### config.mk
export PLATFORM = sky130hd
export DESIGN_NAME = bcd_digit_feeder
export DESIGN_NICKNAME = d
export VERILOG_FILES = /design/src/rtl/bcd_digit_feeder.sv
export SDC_FILE = /design/constraint.sdc
export NUM_CORES = 1
export LEC_CHECK = 0
export ABC_AREA = 0
export CORE_MARGIN = 1
export CORE_UTILIZATION = 51
export CTS_CLUSTER_SIZE = 16
export DETAILED_ROUTE_END_ITERATION = 10
export GPL_TIMING_DRIVEN = 0
export PLACE_DENSITY = 0.85
export SLEW_MARGIN = 20
export SYNTH_ARGS = -nofsm -noshare
export SYNTH_HDL_FRONTEND = slang
export SYNTH_SLANG_ARGS = --single-unit
### constraint.sdc
create_clock -name clk -period 2.05 [get_ports clk]
set_clock_uncertainty 0.15 [all_clocks]
set_input_delay 0.5125 -clock clk [delete_from_list [all_inputs] [get_ports clk]]
set_output_delay 0.5125 -clock clk [all_outputs]
set_load 0.1 [all_outputs]
### src/rtl/bcd_digit_feeder.sv
// Iterative double-dabble binary-to-BCD converter feeding a 4-digit seven-segment decoder.
// Optional leading-zero blanking is enabled by defining BCD_LEADING_ZERO_BLANK_EN.
`timescale 1ns/1ps
module bcd_digit_feeder #(
   parameter int unsigned IN_WIDTH   = 14,
   parameter logic [7:0]  BLANK_CODE = 8'd15
) (
   input  logic                clk,
   input  logic                reset,
   input  logic [IN_WIDTH-1:0] value_in,
   input  logic                valid_in,
   output logic                ready_out,
   output logic [3:0]          an_out,
   output logic [7:0]          dig_0_out,
   output logic [7:0]          dig_1_out,
   output logic [7:0]          dig_2_out,
   output logic [7:0]          dig_3_out,
   output logic                overflow_out,
   output logic                done_out
);

   localparam int unsigned         CNT_W    = (IN_WIDTH > 1) ? $clog2(IN_WIDTH) : 1;
   localparam logic [IN_WIDTH-1:0] MAX_VAL  = IN_WIDTH'(9999);
   localparam logic [CNT_W-1:0]    LAST_CNT = CNT_W'(IN_WIDTH - 1);
`ifdef BCD_LEADING_ZERO_BLANK_EN
   localparam logic [7:0]          UPPER_RST = BLANK_CODE;
`else
   localparam logic [7:0]          UPPER_RST = 8'd0;
`endif

   typedef enum logic [1:0] {StIdle, StConv, StLoad} state_e;

   state_e              state_q, state_d;
   logic [IN_WIDTH-1:0] bin_q, bin_d;
   logic [15:0]         bcd_q, bcd_d, bcd_adj;
   logic [CNT_W-1:0]    cnt_q, cnt_d;
   logic                ovf_q, ovf_d;
   logic                load;
   logic [3:0][7:0]     dig_q, dig_d;

   always_ff @(posedge clk or negedge reset) begin
      if (!reset) begin
         state_q <= StIdle;
         bin_q   <= '0;
         bcd_q   <= '0;
         cnt_q   <= '0;
         ovf_q   <= 1'b0;
      end else begin
         state_q <= state_d;
         bin_q   <= bin_d;
         bcd_q   <= bcd_d;
         cnt_q   <= cnt_d;
         ovf_q   <= ovf_d;
      end
   end

   always_comb begin
      state_d   = state_q;
      bin_d     = bin_q;
      bcd_d     = bcd_q;
      cnt_d     = cnt_q;
      ovf_d     = ovf_q;
      ready_out = 1'b0;
      load      = 1'b0;
      bcd_adj   = bcd_q;
      for (int i = 0; i < 4; i++) begin
         if (bcd_q[4*i +: 4] >= 4'd5) bcd_adj[4*i +: 4] = bcd_q[4*i +: 4] + 4'd3;
      end
      unique case (state_q)
         StIdle: begin
            ready_out = 1'b1;
            if (valid_in) begin
               // Saturate so the 4-nibble accumulator can never carry out of nibble 3.
               if (value_in > MAX_VAL) begin
                  bin_d = MAX_VAL;
                  ovf_d = 1'b1;
               end else begin
                  bin_d = value_in;
                  ovf_d = 1'b0;
               end
               bcd_d   = '0;
               cnt_d   = '0;
               state_d = StConv;
            end
         end
         StConv: begin
            {bcd_d, bin_d} = {bcd_adj, bin_q} << 1;
            cnt_d          = cnt_q + CNT_W'(1);
            if (cnt_q == LAST_CNT) state_d = StLoad;
         end
         StLoad: begin
            load    = 1'b1;
            state_d = StIdle;
         end
         default: state_d = StIdle;
      endcase
   end

   always_comb begin
      dig_d = '0;
      for (int i = 0; i < 4; i++) dig_d[i] = {4'd0, bcd_q[4*i +: 4]};
`ifdef BCD_LEADING_ZERO_BLANK_EN
      // Blank only the zero run above the most significant non-zero digit; ones never blank.
      if (bcd_q[15:12] == 4'd0) begin
         dig_d[3] = BLANK_CODE;
         if (bcd_q[11:8] == 4'd0) begin
            dig_d[2] = BLANK_CODE;
            if (bcd_q[7:4] == 4'd0) dig_d[1] = BLANK_CODE;
         end
      end
`endif
   end

   // Display registers update only in LOAD so the shown value is stable during CONV.
   always_ff @(posedge clk or negedge reset) begin
      if (!reset) begin
         dig_q        <= {UPPER_RST, UPPER_RST, UPPER_RST, 8'd0};
         overflow_out <= 1'b0;
         done_out     <= 1'b0;
      end else begin
         done_out <= load;
         if (load) begin
            dig_q        <= dig_d;
            overflow_out <= ovf_q;
         end
      end
   end

   assign an_out    = 4'b1111;
   assign dig_0_out = dig_q[0];
   assign dig_1_out = dig_q[1];
   assign dig_2_out = dig_q[2];
   assign dig_3_out = dig_q[3];

endmodule

==> impl_metrics.json <==
{
  "drt_iter0_markers": 140,
  "fp.dieW_um": 75.8,
  "outcome": "completed",
  "clock-root-buffer": "clkbuf_8",
  "synth_area_um2": 2780,
  "grt_setup_unrepaired": "no",
  "slew_headroom_pct": 55.5,
  "cts_tree": "built",
  "critPathSlowestCell": "dfrtp_1",
  "first_pass_iters": 4,
  "ant_nets": 0,
  "antenna_found_initial": 0,
  "path_class": "reg2out",
  "finalCritPeriodShare_pct": 96.2,
  "async_flop_share_pct": 100,
  "nNetsFinal": 347,
  "maxCapViolCount": 0,
  "grt_usage_pct": 21.4,
  "globalplace.congestion": 0.845,
  "fin_cells": 391,
  "critPathLaunchType": "register",
  "avgRoutedWirePerCell_um": 13.6,
  "fillCellCount": 411,
  "grt_remaining_overflow": 0,
  "crit_family": "buffers and inverters",
  "r2r-end": "bcd_q[2]$_DFFE_PN0P_",
  "synth_seq_cells": 55,
  "power_density_nw_per_um2": 1640,
  "grt_pass1_vias": 2004,
  "placed_area_um2": 3290,
  "pin_count": 56,
  "finalHoldViolCount": 0,
  "stdcell_area_um2": 3410,
  "crit_path_cell_trace": "buf_2, nor2_2, buf_4",
  "synth_top_area_cell": "dfrtp_1",
  "setup_viol": 0,
  "synthCells": 260,
  "ys_warn_count": 0,
  "num_rows": 26,
  "ys_seq_area_share_pct": 49.5,
  "critical_path_buf_inv_count": 2,
  "cp-end-kind": "output pin",
  "crit_start": "state_q[1]$_DFFE_PN0P_",
  "initial_core_util_pct": 53.7,
  "drt-total-wl_mm": 5.33,
  "r2r_slack_ns": 0.28,
  "report.final.slew_viol_count": 0,
  "numCtsBuffers": 5,
  "grt_max_degree": 56,
  "die-area_um2": 5750,
  "crit_end": "ready_out",
  "post-route-min-period_ns": 1.97,
  "cp_num_cells": 3,
  "crit_arrival_ns": 1.31,
  "worstMarginPinSlew_ns": 0.667,
  "dieHeight_um": 75.8,
  "synth.most_common_cell": "dfrtp_1",
  "cts-htree-levels": 2,
  "core_area_um2": 5170,
  "portBuffers": 35,
  "whs_ns": 0.0757,
  "place_ws_ns": -0.430,
  "max_freq_mhz": 507,
  "critPathMaxStageDelay_ns": 0.39,
  "ir_worst_vdd_v": 0.000707,
  "setup_ws_ns": 0.0770,
  "design_power_total_mw": 5.58,
  "cp.required_ns": 1.39,
  "antenna_cells": 0,
  "ys.flop_type": "dfrtp_1",
  "cts.path.max_buffers": 2,
  "grt_pass1_wl_mm": 9.08,
  "vias": 2049,
  "netlist-cell-type-count": 43,
  "drc": 0,
  "layout-drive-gt1-share_pct": 24.3,
  "hold_path_class": "in2async",
  "p_leak_nw": 1.67,
  "rr_worst_depth": 6,
  "dp.cells": 383,
  "routed_via_density": 5.24,
  "synth_area_per_cell_um2": 10.7,
  "synth_edf_count": 0,
  "yosysTopAreaCellShare_pct": 49.5,
  "hpwl_mm": 3.75,
  "timing.rr.start": "bcd_q[0]$_DFFE_PN0P_",
  "synth_common_cells": "dfrtp_1 (55), nand2_1 (27), buf_4 (21)",
  "clock_latency_ns": 0.31,
  "clkTransAtPathRegs_ns": 0.09,
  "critPathMaxFanout": 10,
  "synth.area.top_cells": "dfrtp_1 (50%), buf_4 (5.7%), ha_1 (4.5%)",
  "clkSinkCount": 55,
  "area_growth_pct": 22.5
}
placed cells by master, fill, tap and decap left out, types with 4 or more instances in the layout:
master / instances
o22ai_1: 9
clkdlybuf4s15_2: 18
a21o_1: 4
o21ai_0: 18
xor2_1: 4
xnor2_1: 4
buf_4: 23
nand2b_1: 5
nand2_1: 27
inv_1: 14
mux2_2: 8
a22o_1: 12
nand3_1: 4
buf_2: 5
conb_1: 20
ha_1: 10
clkdlybuf4s50_1: 15
dfrtp_1: 55
clkbuf_8: 7
mux2i_1: 4
a21oi_1: 7
nor2_1: 14
final cells by class:
class / count / area [um2] / area share [%]
flip-flops and latches: 55 / 1380 / 40.4
multi-input cells: 178 / 1180 / 34.7
repair buffers: 35 / 368 / 10.8
plain buffers: 31 / 240 / 7.05
clock buffers: 8 / 100 / 2.94
well taps: 70 / 87.6 / 2.57
inverters: 14 / 52.6 / 1.54
stage by stage:
stage	util, %	TNS [ns]
2_1_floorplan	-	0
3_3_place_gp	63.6	-75.32
3_5_place_dp	63.5	-5.97
4_1_cts	65.8	0
5_1_grt	65.8	0
6_report	65.8	0
registers in the layout, summed over array words and instances (netlist names):
register and flops:
bcd_q 16, cnt_q 4, dig_3_out 4, overflow_out 1, dig_1_out 4, ovf_q 1, done_out 1, bin_q 14
dig_2_out 4, state_q 2, dig_0_out 4
metal layers:
metal	part of all wire (%)	vias up	track usage, %
met5	0	-	0
li1	-	977	-
met3	4.9	14	4.63
met1	42	990	26.1
met2	51	68	37.2
met4	2.0	0	8.44
worst min path at each step:
stage	cells past startpoint	end
after global routing	1	dig_1_out[3]$_DFFE_PN0P_
final	1	bcd_q[6]$_DFFE_PN0P_
after global placement	2	ovf_q$_DFFE_PN0P_
after floorplan	0	bcd_q[0]$_DFFE_PN0P_
after CTS	1	bcd_q[10]$_DFFE_PN0P_
after detailed placement	2	ovf_q$_DFFE_PN0P_
where the power goes:
group	leakage, nW	internal [mW]	switching (mW)
combinational	0.913	1.07	2.03
clock	0.0515	0.309	0.330
sequential	0.707	1.53	0.302
worst register-to-register path, cell delays in order (launching register included):
cell and delay [ns]:
dfrtp_1 0.40, inv_1 0.16, ha_1 0.22, nand2b_1 0.07, a21oi_1 0.32, mux2i_1 0.13
a22o_1 0.21
timing repair:
item | 4_1_cts | 5_1_grt
setup buffers | 0 | 0
hold buffers | 0 | 0
endpoints found under the setup margin | 19 | 0
resized for setup | 60 | 0
hold endpoints to repair | 0 | 0
cells by family after synthesis:
family	Yosys count	share of synthesized area, %
AO/OA/AOI/OAI	65	16.5
XOR/XNOR	8	2.52
adder cells (fa/ha/maj)	10	4.50
buffers and inverters	45	10.5
flip-flops	55	49.5
multiplexers	13	5.09
other	2	0.270
AND/OR/NAND/NOR	62	11.1
Note: power is estimated with default switching activity, not from simulation.
